<file path="src/rtl/pipeline_hazard_ctrl.sv">
`default_nettype none
// ============================================================================
//  Module   : pipeline_hazard_ctrl
//  Brief    : Load-use stall, ID forwarding, branch flush and memory-wait
//             freeze controller for a five-stage MIPS pipeline.
//  Revision : 1.0  initial release
// ============================================================================
module pipeline_hazard_ctrl #(
    parameter int TIMEOUT = 64,
    parameter int CNT_W   = 16
) (
    input  logic             clk,
    input  logic             rst,
    input  logic [4:0]       id_rs,
    input  logic [4:0]       id_rt,
    input  logic             id_uses_rt,
    input  logic             id_branch_taken,
    input  logic             ex_wreg,
    input  logic             ex_m2reg,
    input  logic [4:0]       ex_rd,
    input  logic             mem_wreg,
    input  logic             mem_m2reg,
    input  logic [4:0]       mem_rd,
    input  logic             mem_req,
    input  logic             mem_ready,
    output logic             pc_wr_en,
    output logic             ifid_wr_en,
    output logic             ifid_flush,
    output logic             idex_bubble,
    output logic             pipe_hold,
    output logic [1:0]       fwd_a,
    output logic [1:0]       fwd_b,
    output logic             mem_timeout,
    output logic [CNT_W-1:0] stall_cnt,
    output logic [CNT_W-1:0] flush_cnt,
    output logic [CNT_W-1:0] wait_cnt_total
);

    // Wide enough to hold TIMEOUT itself, so the increment never wraps.
    localparam int c_WAIT_W = (TIMEOUT < 2) ? 1 : $clog2(TIMEOUT + 1);
    localparam logic [c_WAIT_W-1:0] c_TIMEOUT_V = c_WAIT_W'(TIMEOUT);

    typedef enum logic [1:0] {
        RUN      = 2'd0,
        MEM_WAIT = 2'd1,
        ERR      = 2'd2
    } state_t;

    state_t              r_state;
    state_t              w_state_nxt;
    logic [c_WAIT_W-1:0] r_wait_cnt;
    logic [c_WAIT_W-1:0] w_wait_nxt;
    logic [c_WAIT_W-1:0] w_wait_inc;
    logic                w_hold;
    logic                w_lu;
    logic [CNT_W-1:0]    r_stall_cnt;
    logic [CNT_W-1:0]    r_flush_cnt;
    logic [CNT_W-1:0]    r_wait_total;

    // EXE ALU result beats MEM; a MEM-stage load selects the load data path.
    function automatic logic [1:0] fwd_sel(
        input logic [4:0] src,
        input logic       exw,
        input logic       exm,
        input logic [4:0] exrd,
        input logic       memw,
        input logic       memm,
        input logic [4:0] memrd
    );
        if (exw && !exm && (exrd != 5'd0) && (exrd == src))
            return 2'b01;
        else if (memw && (memrd != 5'd0) && (memrd == src))
            return memm ? 2'b11 : 2'b10;
        else
            return 2'b00;
    endfunction

    assign w_lu = ex_wreg & ex_m2reg & (ex_rd != 5'd0) &
                  ((ex_rd == id_rs) | (id_uses_rt & (ex_rd == id_rt)));

    assign w_wait_inc = r_wait_cnt + 1'b1;

    always_ff @(posedge clk) begin
        if (rst) begin
            r_state    <= RUN;
            r_wait_cnt <= '0;
        end else begin
            r_state    <= w_state_nxt;
            r_wait_cnt <= w_wait_nxt;
        end
    end

    always_comb begin
        w_state_nxt = r_state;
        w_wait_nxt  = r_wait_cnt;
        w_hold      = 1'b0;
        pc_wr_en    = 1'b1;
        ifid_wr_en  = 1'b1;
        ifid_flush  = 1'b0;
        idex_bubble = 1'b0;
        pipe_hold   = 1'b0;
        mem_timeout = 1'b0;
        fwd_a       = fwd_sel(id_rs, ex_wreg, ex_m2reg, ex_rd, mem_wreg, mem_m2reg, mem_rd);
        fwd_b       = fwd_sel(id_rt, ex_wreg, ex_m2reg, ex_rd, mem_wreg, mem_m2reg, mem_rd);

        case (r_state)
            RUN: begin
                if (mem_req && !mem_ready) begin
                    w_hold      = 1'b1;
                    w_wait_nxt  = c_WAIT_W'(1);
                    w_state_nxt = (TIMEOUT <= 1) ? ERR : MEM_WAIT;
                end
            end
            MEM_WAIT: begin
                if (mem_ready) begin
                    w_state_nxt = RUN;
                end else begin
                    w_hold      = 1'b1;
                    w_wait_nxt  = w_wait_inc;
                    if (w_wait_inc >= c_TIMEOUT_V)
                        w_state_nxt = ERR;
                end
            end
            ERR: begin
                w_hold      = 1'b1;
                mem_timeout = 1'b1;
            end
            default: w_state_nxt = RUN;
        endcase

        // Hold outranks load-use, which outranks the branch flush.
        if (w_hold) begin
            pipe_hold  = 1'b1;
            pc_wr_en   = 1'b0;
            ifid_wr_en = 1'b0;
        end else if (w_lu) begin
            pc_wr_en    = 1'b0;
            ifid_wr_en  = 1'b0;
            idex_bubble = 1'b1;
        end else if (id_branch_taken) begin
            ifid_flush = 1'b1;
        end

        if (rst) begin
            pc_wr_en    = 1'b0;
            ifid_wr_en  = 1'b0;
            ifid_flush  = 1'b1;
            idex_bubble = 1'b1;
            pipe_hold   = 1'b0;
            fwd_a       = 2'b00;
            fwd_b       = 2'b00;
            mem_timeout = 1'b0;
        end
    end

    always_ff @(posedge clk) begin
        if (rst) begin
            r_stall_cnt  <= '0;
            r_flush_cnt  <= '0;
            r_wait_total <= '0;
        end else begin
            if (idex_bubble && (r_stall_cnt != '1))
                r_stall_cnt <= r_stall_cnt + 1'b1;
            if (ifid_flush && (r_flush_cnt != '1))
                r_flush_cnt <= r_flush_cnt + 1'b1;
            if (pipe_hold && (r_wait_total != '1))
                r_wait_total <= r_wait_total + 1'b1;
        end
    end

    assign stall_cnt      = r_stall_cnt;
    assign flush_cnt      = r_flush_cnt;
    assign wait_cnt_total = r_wait_total;

endmodule
`default_nettype wire

</file>
<file path="config.mk">
export PLATFORM = sky130hd
export DESIGN_NAME = pipeline_hazard_ctrl
export DESIGN_NICKNAME = d
export VERILOG_FILES = /design/src/rtl/pipeline_hazard_ctrl.sv
export SDC_FILE = /design/constraint.sdc
export NUM_CORES = 1
export LEC_CHECK = 0
export CORE_ASPECT_RATIO = 1.75
export CORE_UTILIZATION = 60
export DETAILED_ROUTE_END_ITERATION = 16
export DONT_BUFFER_PORTS = 1
export PLACE_DENSITY = 0.86
export SKIP_CTS_REPAIR_TIMING = 1
export SLEW_MARGIN = 30
export SYNTH_ARGS = -nofsm -noshare
export SYNTH_HDL_FRONTEND = slang
export SYNTH_SLANG_ARGS = --single-unit
</file>
<file path="constraint.sdc">
create_clock -name clk -period 2.95 [get_ports clk]
set_clock_uncertainty 0.05 [all_clocks]
set_input_delay 0.295 -clock clk [delete_from_list [all_inputs] [get_ports clk]]
set_output_delay 0.295 -clock clk [all_outputs]
set_load 0.02 [all_outputs]
</file>
== Word level (Yosys, flattened, before mapping) ==
Cells that the tools add are included.
Word-level totals
  input port bits: 30
  register bits: 57
  output and inout bits: 58
  logic and storage cells: 78
Cells by class
  reductions and logical operators: 19
  equal/unequal tests: 12
  add/subtract/negate cells: 4
  order comparisons: 1
  bitwise logic cells: 6
  multiplexer cells: 31
Operator list (count)
  $add 16x1->16 const B: 3
  $ne 16x16->1 const B: 3
  $eq 5x5->1: 4
  $mux 2: 9
  $mux 1: 17
  $mux 7: 2
  $pmux 7 s2: 1
  $logic_and 1x1->1: 11
  $reduce_bool 5->1: 2
  $add 7x1->7 const B: 1
  $ge 7x7->1 const B: 1
  $pmux 2 s3: 1
  $reduce_and 3->1: 2
  $and 1x1->1: 4
  $ne 2x2->1 const B: 2
  $ne 3x3->1 const B: 1
  $pmux 1 s3: 1
  $eq 2x1->1 const B: 1
  $eq 2x2->1 const B: 1
  $logic_not 1->1: 2
  $logic_not 2->1: 1
  $reduce_bool 2->1: 1
  $not 1->1: 1
  $or 1x1->1: 1

== Longest topological paths before layout ==
Gate-level depths: netlist of the first run.
  depth in word-level cells: 8
  mapped depth: 8
  depth with buffers taken out: 7

== Worst setup path before layout of the first run ==
OpenSTA, ideal clock, no wires.
  kind: input port to output port
  start point: in ex_rd[0]
  end point: out pc_wr_en
  stages on the path: 7
  path buffers: 2
  setup slack: 764 ps
  required time: 2605 ps
  data arrival time: 1841 ps
  cells stage by stage: or4_4 > o21ai_4 > a211oi_2 > buf_2 > nor2_1 > and2_1 > buf_4
On the way
  longest elaborated chain between the ends: 7
  elaborated cells between the ends (all ways): 10
  those cells by class: eq/ne (2); mux (3); bitwise (4); reduce/logical (1)
RTL lines
  start, declared: line 20  | input logic [4:0] ex_rd,
  $eq 5x5->1: line 79  | ((ex_rd == id_rs) | (id_uses_rt & (ex_rd == id_rt)));
  $and 1x1->1: line 79
  $or 1x1->1: line 79
  $and 1x1->1 (*): line 78  | assign w_lu = ex_wreg & ex_m2reg & (ex_rd != 5'd0) &
  $mux 1 (*) (3 in series)
  end, declared: line 26  | output logic pc_wr_en,
Every way passes the cells marked *; elsewhere a longest branch is shown, timed or not.

== Worst setup path after layout of the first run ==
  start point: reg r_state[0]
  end point: reg r_stall_cnt[5] (netlist: stall_cnt[5])
On the way
  longest elaborated chain between the ends: 5
  elaborated cells between the ends (all ways): 7
  those cells by class: eq/ne (2); mux (3); reduce/logical (2)
RTL lines
  start, declared: line 49  | state_t r_state;
  start signal, assigned: line 88  | r_state <= w_state_nxt;
  $eq 2x2->1 (tied with other cells): line 106  | case (r_state)
  $pmux 1 s3 (*): line 106
  $mux 1 (*): line 132  | if (w_hold) begin
  $mux 1 (*): line 144  | if (rst) begin
  $logic_and 1x1->1 (*): line 162  | if (idex_bubble && (r_stall_cnt != '1))
  end signal, assigned: line 163  | r_stall_cnt <= r_stall_cnt + 1'b1;
  end, declared: line 56  | logic [CNT_W-1:0] r_stall_cnt;
Marks and branches as above.
A chain may end at the register's enable or synchronous reset.

==> impl_metrics.csv, run 1 <==
group,metric,value,unit
synthesis,muxShareOfSynthArea,0.06629,
worst_setup_path,slowest_stage,"a2111oi_4",
run,maxCapViolCount,0,
floorplan,die_w,58.57,um
clock_tree,cts_tree,"yes",
worst_setup_path,crit_buf_inv,0,
place,portBuffers,0,
routing,vias,2968,
synthesis,netlist_area,3359,um2
floorplan,core,5343,um2
timing,period_minus_slack,2.521,ns
synthesis,syn-mean-instance-area,8.527,um2
grt,gr-usage-met3,0.07959,
routing,drc,0,
worst_setup_path,rrSetupSlack,0.43,ns
grt,antenna_found_initial,0,
routing,drtIter0Drc,196,
clock_tree,clockBufferDepth,2,
run_status,status,"finished, final reports clean",
pwr,power_density,453.4,nW/um2
timing,max_freq,396.6,MHz
worst_setup_path,crit_type,"register to register",
timing,relSlewSlack,0.2988,
pwr,p_total,1.651,mW
grt,grt_pass1_wl,12.14,mm
clock_tree,clock_latency,0.33,ns
place,place_inst,455,
routing,dr.pass1.iters,4,
min_path,hold_path.class,"input pin to register",
pwr,peakVddDrop,255.7,uV
synthesis,synth_xor_area_frac,0.1043,
layout,area_growth,8.380,%
place,place_congestion,0.9466,
timing,tns,0,ns
grt,track_usage,0.2640,
worst_setup_path,r2r_end,"stall_cnt[5]$_SDFFE_PP0P_",
clock_tree,cts_buffers,9,
worst_setup_path,crit_path_end_kind,"register",
worst_setup_path,cp_top_family,"compound AO/OA/AOI/OAI gates",
routing,vias_per_cell,6.262,
timing,period_share,0.8546,
worst_setup_path,critPathLaunchType,"register",
grt,top_usage_layer,"met2",
synthesis,yosys.area_share.simple,0.3482,
layout,diodes,0,
layout,drive_gt1_frac,0.1175,
worst_setup_path,ff2ff_path_depth,6,
synthesis,synth_compound_area_frac,0.09534,
synthesis,synth_fp_nets,428,
synthesis,synthAdderAreaFrac,0.01490,
grt,grt_pass1_vias,2933,
clock_tree,clock-root-buffer,"clkbuf_8",
synthesis,synth_edf_count,0,
clock_tree,ctsHtreeMaxLevel,3,
worst_setup_path,cp_cell_sequence,"or2b_2, o31a_2, o21ai_4, a2111oi_4, nand4_1, mux2_1",
floorplan,start_util,0.6288,
timing,drv_slew,0,
pwr,p_leak,1.278,nW
layout,final_cell_mix,"nor2_1, dfxtp_1, xor2_1, nand3_1, nand4_1",
timing,hold_viol_final,0,
worst_setup_path,slowest_delay,0.69,ns
timing,rsz0062_at_grt,"false",
worst_setup_path,path_max_fanout,10,
layout,nNetsFinal,429,
routing,wl_per_cell,16.06,um
synthesis,synth_top_family_by_area,"simple AND/OR/NAND/NOR gates",
clock_tree,clk_pin_slew_worst_paths,0.06,ns
routing,final_antenna_net_count,0,
synthesis,synthArstFlopShare,0,
synthesis,syn-instance-count,394,
floorplan,fp.dieArea,5914,um2
layout,stdcell_count,474,
synthesis,yosysWarnings,0,
worst_setup_path,crit_required,3.12,ns
grt,grt-ovfl-total,0,
worst_setup_path,cp-endpoint,"stall_cnt[5]$_SDFFE_PP0P_",
layout,finish.utilization,0.6815,
floorplan,io_pins,88,
worst_setup_path,arrival,2.69,ns
grt,grt_max_degree,88,
place,hpwl,5.433,mm
synthesis,synthDistinctLibCells,56,
routing,routed_wl,7.613,mm
floorplan,die_y,101.0,um
clock_tree,cts.sinks,57,
grt,met1_usage,0.2400,
layout,layout_commonest_cell,"nor2_1",
worst_setup_path,startpoint,"r_state[0]$_SDFFE_PP0P_",
synthesis,yosys_register_bits,57,
floorplan,rows,35,
worst_setup_path,cp.depth,6,
grt,met2_usage,0.5004,
synthesis,yosysSeqAreaShare,0.3397,
timing,setup_violations,0,
synthesis,ys.flop_type,"dfxtp_1",
layout,fillers,436,
timing,whs,0.1213,ns
worst_setup_path,r2r_start,"r_state[0]$_SDFFE_PP0P_",
timing,tightest_slew,1.048,ns
[registers in the layout, indices dropped and copies added, names as in the netlist]
name,flops
flush_cnt,16
stall_cnt,16
r_wait_cnt,7
wait_cnt_total,16
r_state,2
[cells by family after synthesis]
| family | count (synthesis) |
|---|---|
| buffers and inverters | 22 |
| flip-flops | 57 |
| AND/OR/NAND/NOR | 212 |
| AO/OA/AOI/OAI | 39 |
| multiplexers | 20 |
| adder cells (fa/ha/maj) | 4 |
| XOR/XNOR | 40 |
[layout make-up]
cell class	instances	area, um2	share of cell area
Timing Repair Buffer	7	60.06	0.01649
Inverter	5	18.77	0.005155
Clock inverter	2	35.03	0.009622
Clock buffer	14	172.7	0.04742
Sequential cell	57	1141	0.3134
Tap cell	74	92.59	0.02543
Multi-Input combinational cell	315	2121	0.5825
[power breakdown]
part / internal [mW] / switching, mW
clock network: 0.459 / 0.297
logic: 0.0420 / 0.0628
registers: 0.776 / 0.0149
[metrics by stage]
step	area, um2	worst slack, ns
CTS	3611	0.4437
floorplan	3359	0.7643
finish	3641	0.4289
global route	3641	0.2510
detailed placement	3403	0.4626
global placement	3396	0.2871
[per-layer routing]
metal	routed length, um	vias up
li1	-	1423
met1	2765	1416
met2	4116	109
met3	508	20
met4	223	0
met5	0	-
[synthesized netlist by cell type (2+ instances only)]
master / instances / area share
and2_1: 3 / 0.0056
o21ai_4: 2 / 0.0097
inv_1: 5 / 0.0056
clkbuf_1: 10 / 0.011
nor3_2: 2 / 0.0060
a21oi_1: 13 / 0.019
nor2_1: 61 / 0.068
and4_1: 8 / 0.021
nand2_1: 17 / 0.019
nor3_1: 12 / 0.018
or2_2: 2 / 0.0037
nand3b_1: 2 / 0.0045
a31o_2: 2 / 0.0052
ha_1: 4 / 0.015
or4_1: 6 / 0.013
mux2i_1: 2 / 0.0060
dfxtp_1: 57 / 0.34
o41ai_1: 5 / 0.013
nand4_1: 21 / 0.039
nand3_1: 23 / 0.034
mux2_1: 8 / 0.027
o21ai_0: 3 / 0.0045
xnor2_1: 10 / 0.026
nor4b_1: 3 / 0.0078
xor2_1: 30 / 0.078
buf_2: 3 / 0.0045
nand2b_1: 8 / 0.015
nor2b_1: 17 / 0.032
o31ai_1: 3 / 0.0067
and3_1: 7 / 0.013
nor4_1: 9 / 0.017
buf_6: 2 / 0.0067
or4b_1: 2 / 0.0060
mux2_2: 10 / 0.034
[worst min path at each step]
stage	startpoint	to	slack [ns]	cells past startpoint
3_3_place_gp	rst	stall_cnt[14]$_SDFFE_PP0P_	0.32	1
6_report	rst	stall_cnt[1]$_SDFFE_PP0P_	0.12	2
2_1_floorplan	mem_ready	r_state[0]$_SDFFE_PP0P_	0.32	1
5_1_grt	rst	flush_cnt[0]$_SDFFE_PP0P_	0.11	2
4_1_cts	rst	wait_cnt_total[12]$_SDFFE_PP0P_	-0.03	1
3_5_place_dp	rst	r_state[1]$_SDFFE_PP0P_	0.32	1
No activity file was read; power rests on OpenSTA's default activity.
==> inputs of run 2 (changes only) <==
--- a/config.mk
+++ b/config.mk
@@ -9,6 +9,7 @@
 export CORE_UTILIZATION = 60
 export DETAILED_ROUTE_END_ITERATION = 16
 export DONT_BUFFER_PORTS = 1
+export HOLD_SLACK_MARGIN = 0.05
 export PLACE_DENSITY = 0.86
 export SKIP_CTS_REPAIR_TIMING = 1
 export SLEW_MARGIN = 30
==> results of run 2 <==
Same layout as run 1: the final DEF is identical, and so are final timing and power.
